--- src/rtl/control_unit_param.sv ---
// Parametrised control unit with a 16-bit instruction, a 16-entry register file, an SRAM port and GPIO channels.
// Optional macro CU_SRAM_WAIT_EN adds a MEM_WAIT state that stalls LOAD/STORE until sram_ack.
module control_unit_param #(
    parameter int DATA_W  = 8,
    parameter int PC_W    = 12,
    parameter int GPIO_CH = 2
) (
    input  logic                      clk,
    input  logic                      arst,
    input  logic [15:0]               instruction,
    input  logic [DATA_W-1:0]         sram_read_data,
    input  logic                      sram_ack,
    input  logic [DATA_W-1:0]         alu_result,
    input  logic                      equal,
    input  logic                      carry_out,
    input  logic [GPIO_CH*DATA_W-1:0] in_gpio,
    input  logic                      bootstrapping,
    output logic [2:0]                alu_opcode,
    output logic [DATA_W-1:0]         alu_a,
    output logic [DATA_W-1:0]         alu_b,
    output logic                      sram_write_en,
    output logic                      sram_read_en,
    output logic [7:0]                sram_addr,
    output logic [DATA_W-1:0]         sram_write_data,
    output logic                      pc_load,
    output logic [PC_W-1:0]           pc_next,
    output logic                      pc_inc,
    output logic [GPIO_CH*DATA_W-1:0] out_gpio,
    output logic [GPIO_CH-1:0]        out_valid,
    output logic [1:0]                state
);
    typedef enum logic [1:0] {FETCH = 2'b00, EXECUTE = 2'b01, MEM_WAIT = 2'b10} state_t;

    localparam logic [3:0] OP_LOAD  = 4'd1;
    localparam logic [3:0] OP_STORE = 4'd2;
    localparam logic [3:0] OP_JMP   = 4'd3;
    localparam logic [3:0] OP_BEQ   = 4'd4;
    localparam logic [3:0] OP_BC    = 4'd5;
    localparam logic [3:0] OP_IN    = 4'd6;
    localparam logic [3:0] OP_OUT   = 4'd7;

    state_t                    state_q;
    logic [3:0]                op_q, dst_q, ra_q, rb_q;
    logic [DATA_W-1:0]         regs_q [16];
    logic [2:0]                alu_op_q;
    logic [DATA_W-1:0]         alu_a_q, alu_b_q;
    logic [GPIO_CH*DATA_W-1:0] out_gpio_q;
    logic [GPIO_CH-1:0]        out_valid_q;

    logic                      mem_done;
    logic                      in_exec;
    logic                      taken;
    logic [DATA_W-1:0]         in_sel;
    logic [DATA_W-1:0]         in_data;

`ifdef CU_SRAM_WAIT_EN
    assign mem_done = sram_ack;
`else
    logic unused_sram_ack;
    assign unused_sram_ack = sram_ack;
    assign mem_done        = 1'b1;
`endif

    // Handshake: the SRAM strobe, address and write data are asserted in EXECUTE and held
    // unchanged through MEM_WAIT; the access completes on the first cycle sram_ack is high.
    assign in_exec = (state_q == EXECUTE) || (state_q == MEM_WAIT);

    always_comb begin
        in_sel = '0;
        for (int k = 0; k < GPIO_CH; k++) begin
            if (int'(rb_q) == k) in_sel = in_gpio[k*DATA_W +: DATA_W];
        end
    end

    assign in_data = bootstrapping ? DATA_W'({ra_q, rb_q}) : in_sel;

    always_comb begin
        case (op_q)
            OP_JMP:  taken = 1'b1;
            OP_BEQ:  taken = equal;
            OP_BC:   taken = carry_out;
            default: taken = 1'b0;
        endcase
    end

    assign state           = state_q;
    assign pc_inc          = (state_q == FETCH);
    assign pc_load         = (state_q == EXECUTE) && taken;
    assign pc_next         = PC_W'({dst_q, ra_q, rb_q});
    assign sram_addr       = {ra_q, rb_q};
    assign sram_read_en    = in_exec && (op_q == OP_LOAD);
    assign sram_write_en   = in_exec && (op_q == OP_STORE);
    assign sram_write_data = sram_write_en ? regs_q[dst_q] : '0;
    assign alu_opcode      = alu_op_q;
    assign alu_a           = alu_a_q;
    assign alu_b           = alu_b_q;
    assign out_gpio        = out_gpio_q;
    assign out_valid       = out_valid_q;

    always_ff @(posedge clk or posedge arst) begin
        if (arst) begin
            state_q     <= FETCH;
            op_q        <= '0;
            dst_q       <= '0;
            ra_q        <= '0;
            rb_q        <= '0;
            alu_op_q    <= '0;
            alu_a_q     <= '0;
            alu_b_q     <= '0;
            out_gpio_q  <= '0;
            out_valid_q <= '0;
            for (int i = 0; i < 16; i++) regs_q[i] <= '0;
        end else begin
            out_valid_q <= '0;
            case (state_q)
                FETCH: begin
                    op_q     <= instruction[15:12];
                    dst_q    <= instruction[11:8];
                    ra_q     <= instruction[7:4];
                    rb_q     <= instruction[3:0];
                    alu_op_q <= instruction[14:12];
                    alu_a_q  <= regs_q[instruction[7:4]];
                    alu_b_q  <= regs_q[instruction[3:0]];
                    state_q  <= EXECUTE;
                end
                EXECUTE: begin
                    state_q <= FETCH;
                    case (op_q)
                        OP_LOAD: begin
                            if (mem_done) regs_q[dst_q] <= sram_read_data;
                            else          state_q       <= MEM_WAIT;
                        end
                        OP_STORE: begin
                            if (!mem_done) state_q <= MEM_WAIT;
                        end
                        OP_IN: regs_q[dst_q] <= in_data;
                        OP_OUT: begin
                            // Channel numbers beyond GPIO_CH match no k and leave outputs untouched.
                            for (int k = 0; k < GPIO_CH; k++) begin
                                if (int'(rb_q) == k) begin
                                    out_gpio_q[k*DATA_W +: DATA_W] <= regs_q[dst_q];
                                    out_valid_q[k]                 <= 1'b1;
                                end
                            end
                        end
                        default: begin
                            if (op_q[3]) regs_q[dst_q] <= alu_result;
                        end
                    endcase
                end
                MEM_WAIT: begin
                    if (mem_done) begin
                        if (op_q == OP_LOAD) regs_q[dst_q] <= sram_read_data;
                        state_q <= FETCH;
                    end
                end
                default: state_q <= FETCH;
            endcase
        end
    end
endmodule

--- config.mk ---
export PLATFORM = sky130hd
export DESIGN_NAME = control_unit_param
export DESIGN_NICKNAME = d
export VERILOG_FILES = /design/src/rtl/control_unit_param.sv
export SDC_FILE = /design/constraint.sdc
export NUM_CORES = 1
export LEC_CHECK = 0
export CAP_MARGIN = 30
export CELL_PAD_IN_SITES_DETAIL_PLACEMENT = 1
export CELL_PAD_IN_SITES_GLOBAL_PLACEMENT = 1
export CORE_AREA = 2 2 169 171
export CTS_CLUSTER_SIZE = 16
export DETAILED_ROUTE_END_ITERATION = 16
export DIE_AREA = 0 0 171 173
export PLACE_DENSITY = 0.83
export SYNTH_ARGS = -nofsm -noshare
export SYNTH_HDL_FRONTEND = slang
export SYNTH_SLANG_ARGS = --single-unit
--- constraint.sdc ---
create_clock -name clk -period 7.5 [get_ports clk]
set_input_delay 1.5 -clock clk [delete_from_list [all_inputs] [get_ports clk]]
set_output_delay 1.5 -clock clk [all_outputs]
set_load 0.02 [all_outputs]
==> impl_metrics.ini <==
[final_layout]
final_common_cell = dfrtp_1
drive_gt1_frac = 0.217
final_cells = 1358
diodes = 0
layout_common_cells = dfrtp_1, nand2_1, o31ai_1
fill_cells = 2910
fin_nets = 1021
area_growth_pct = 18.2

[clocking]
path_clk_slew_ns = 0.07
cts_resized = 0
cts_buffer_depth = 2
cts-root-buf = clkbuf_16
cts_buffers = 17
htreeDepth = 4
clock-sinks = 179
cts_tree = built
clock_latency_ns = 0.45
hold_buffers = 0
cts_setup_buffers = 0

[power_and_ir_drop]
pwr-share-clk = 0.295
sw_frac_of_total = 0.327
combPwrFrac = 0.272
power_frac_seq = 0.433
leakagePower_nw = 5.29
power_mw = 3.21
p_per_area_mw_per_mm2 = 247
p_int_mw = 2.16
ir_drop_mv = 0.176
power_switching_mw = 1.05

[critical_path]
critPathLaunch = dst_q[2]
critical_path_arrival_ns = 3.26
worstPathRequired_ns = 6.00
crit_top_cell = mux2i_1
worstSetupStartpointType = flop
cp_slowest_stage_delay_ns = 0.58
crit_fanout = 42
r2r-start = op_q[2]
cp_cell_sequence = buf_4 > mux4_2 > mux2i_1 > mux2i_1 > and2_1 > clkdlybuf4s50_1
endpoint_kind = output pin
cp_slowest_cell = mux4_2
criticalPathCategory = reg -> out
ff2ff_path_depth = 4

[synth]
syn_nets = 965
synth_area_per_cell_um2 = 12.1
yosys_warnings = 0
synth_area_leaders = dfrtp_1, mux4_2, o31ai_1
synth_ff_type = dfrtp_1
ys_seq_area_frac = 0.407
synth_async_sr_flop_share = 1.00
synth-seq-cells = 179
synth_top_area_cell = dfrtp_1
synthCells = 911
synth_edf_count = 0
synth_cell_type_count = 49
synth.cell_area_mm2 = 0.0110
yosysTopAreaCellShare = 0.407

[floorplanning]
die_h_um = 173
die_area_mm2 = 0.0296
start_util = 0.398
die_x_um = 171
core_mm2 = 0.0276
ios = 125
row_count = 61

[global_route]
gr-usage-met1 = 0.332
busiest_layer = met2
met3_usage = 0.0506
grt_pass1_wl_um = 56900
grt-ovfl-total = 0
grt_max_degree = 66
grtUsageMet2 = 0.411
antenna_found_initial = 0
grt_usage = 0.254
grt_pass1_vias = 9436

[timing]
setup_viol = 0
clock-skew-final_ns = 0.00856
worst_slack_ns = 2.74
min_period_ns = 4.76
hold_violations = 0
timing.final.crit_share = 0.635
tns_ns = 0
slew_viol_final = 0
relSlewSlack = 0.282
fmax_mhz = 210
whs_ns = 0.481
rsz0062_at_grt = false
tightest_slew_ns = 1.07

[drt]
viasPerCell = 6.43
detail_route.iter0.violations = 816
wl_um = 36300
antenna_left = 0
drcViolationCount = 0
drt-pass1-iter-count = 5
vias = 8727
wl_per_cell_um = 26.7

[outcome]
status = finished clean

[placed_design]
dpl.cell_count = 1321
pre_cts_slack_ns = 2.95
portBuffers = 122
gp_congestion = 0.845
place_hpwl_um = 22200

[flow_run]
drv_cap = 0

[worst_hold_path]
worstHoldStart = alu_b[6]
hold_depth = 1
min-delay-path-class = reg -> reg
## critical path: cells and delay by family, from the launching register on
family,cells,cell delay (ns)
buffers and inverters,2,1.10
and+or+nand+nor,1,0.26
DFF,1,0.34
muxes,3,1.09
## worst paths after layout
check                                                  end  slack [ns]
worst max-delay path                    sram_write_data[0]        2.74
worst min-delay path                              alu_b[6]        0.48
worst max register to register                        flop        4.50
worst min register to register                    alu_b[6]        0.48
max in group asynchronous       asynchronous set/reset pin        4.72
min in group asynchronous                         alu_b[1]        1.48
## synthesized netlist by cell type, types with 5 or more instances
library cell  count
inv_1            30
mux2_2           18
buf_2            47
mux2_1           16
and2_1            8
o311ai_2         13
dfrtp_1         179
o21ai_0          12
a21oi_1          17
o221ai_1         16
buf_6             8
buf_1             5
buf_4            33
nor2_2            8
o2bb2ai_2         8
a22oi_1          12
mux4_2           88
nand2_1         143
clkbuf_1          9
a21o_1            8
mux2i_1          57
o31ai_1         128
## power groups by stage
stage / clock (mW) / sequential, mW / combinational (mW)
final: 0.946 / 1.39 / 0.874
after global routing: 0.994 / 1.42 / 0.944
after CTS: 0.950 / 1.38 / 0.868
after detailed placement: 0 / 1.40 / 0.852
after global placement: 0 / 1.38 / 0.813
after floorplan: 0 / 1.35 / 0.594
## cells by family after synthesis
kind of cell	synth area share
AOI/OAI and AO/OA	0.175
and+or+nand+nor	0.0835
muxes	0.267
DFF	0.407
buffers and inverters	0.0676
other	0.000341
## metal layers
layer	part of all wire	vias to the layer above
li1	-	3620
met1	0.40	4571
met2	0.48	449
met3	0.074	87
met4	0.042	0
met5	0	-
## per-stage QoR
step	cell area [um2]	utilization
final	13000	0.470
after global routing	13000	0.470
after CTS	12900	0.467
after detailed placement	12300	0.445
after global placement	12300	0.444
after floorplan	11000	-
## final cells by class
class,instances,area [um2],area share
Timing Repair Buffer,140,1410,0.108
Clock buffer,18,429,0.0330
Clock inverter,14,178,0.0137
Multi-Input combinational cell,599,5910,0.455
Sequential cell,179,4490,0.345
Tap cell,378,473,0.0364
Inverter,30,118,0.00905
Power figures use the tool's default switching activity.
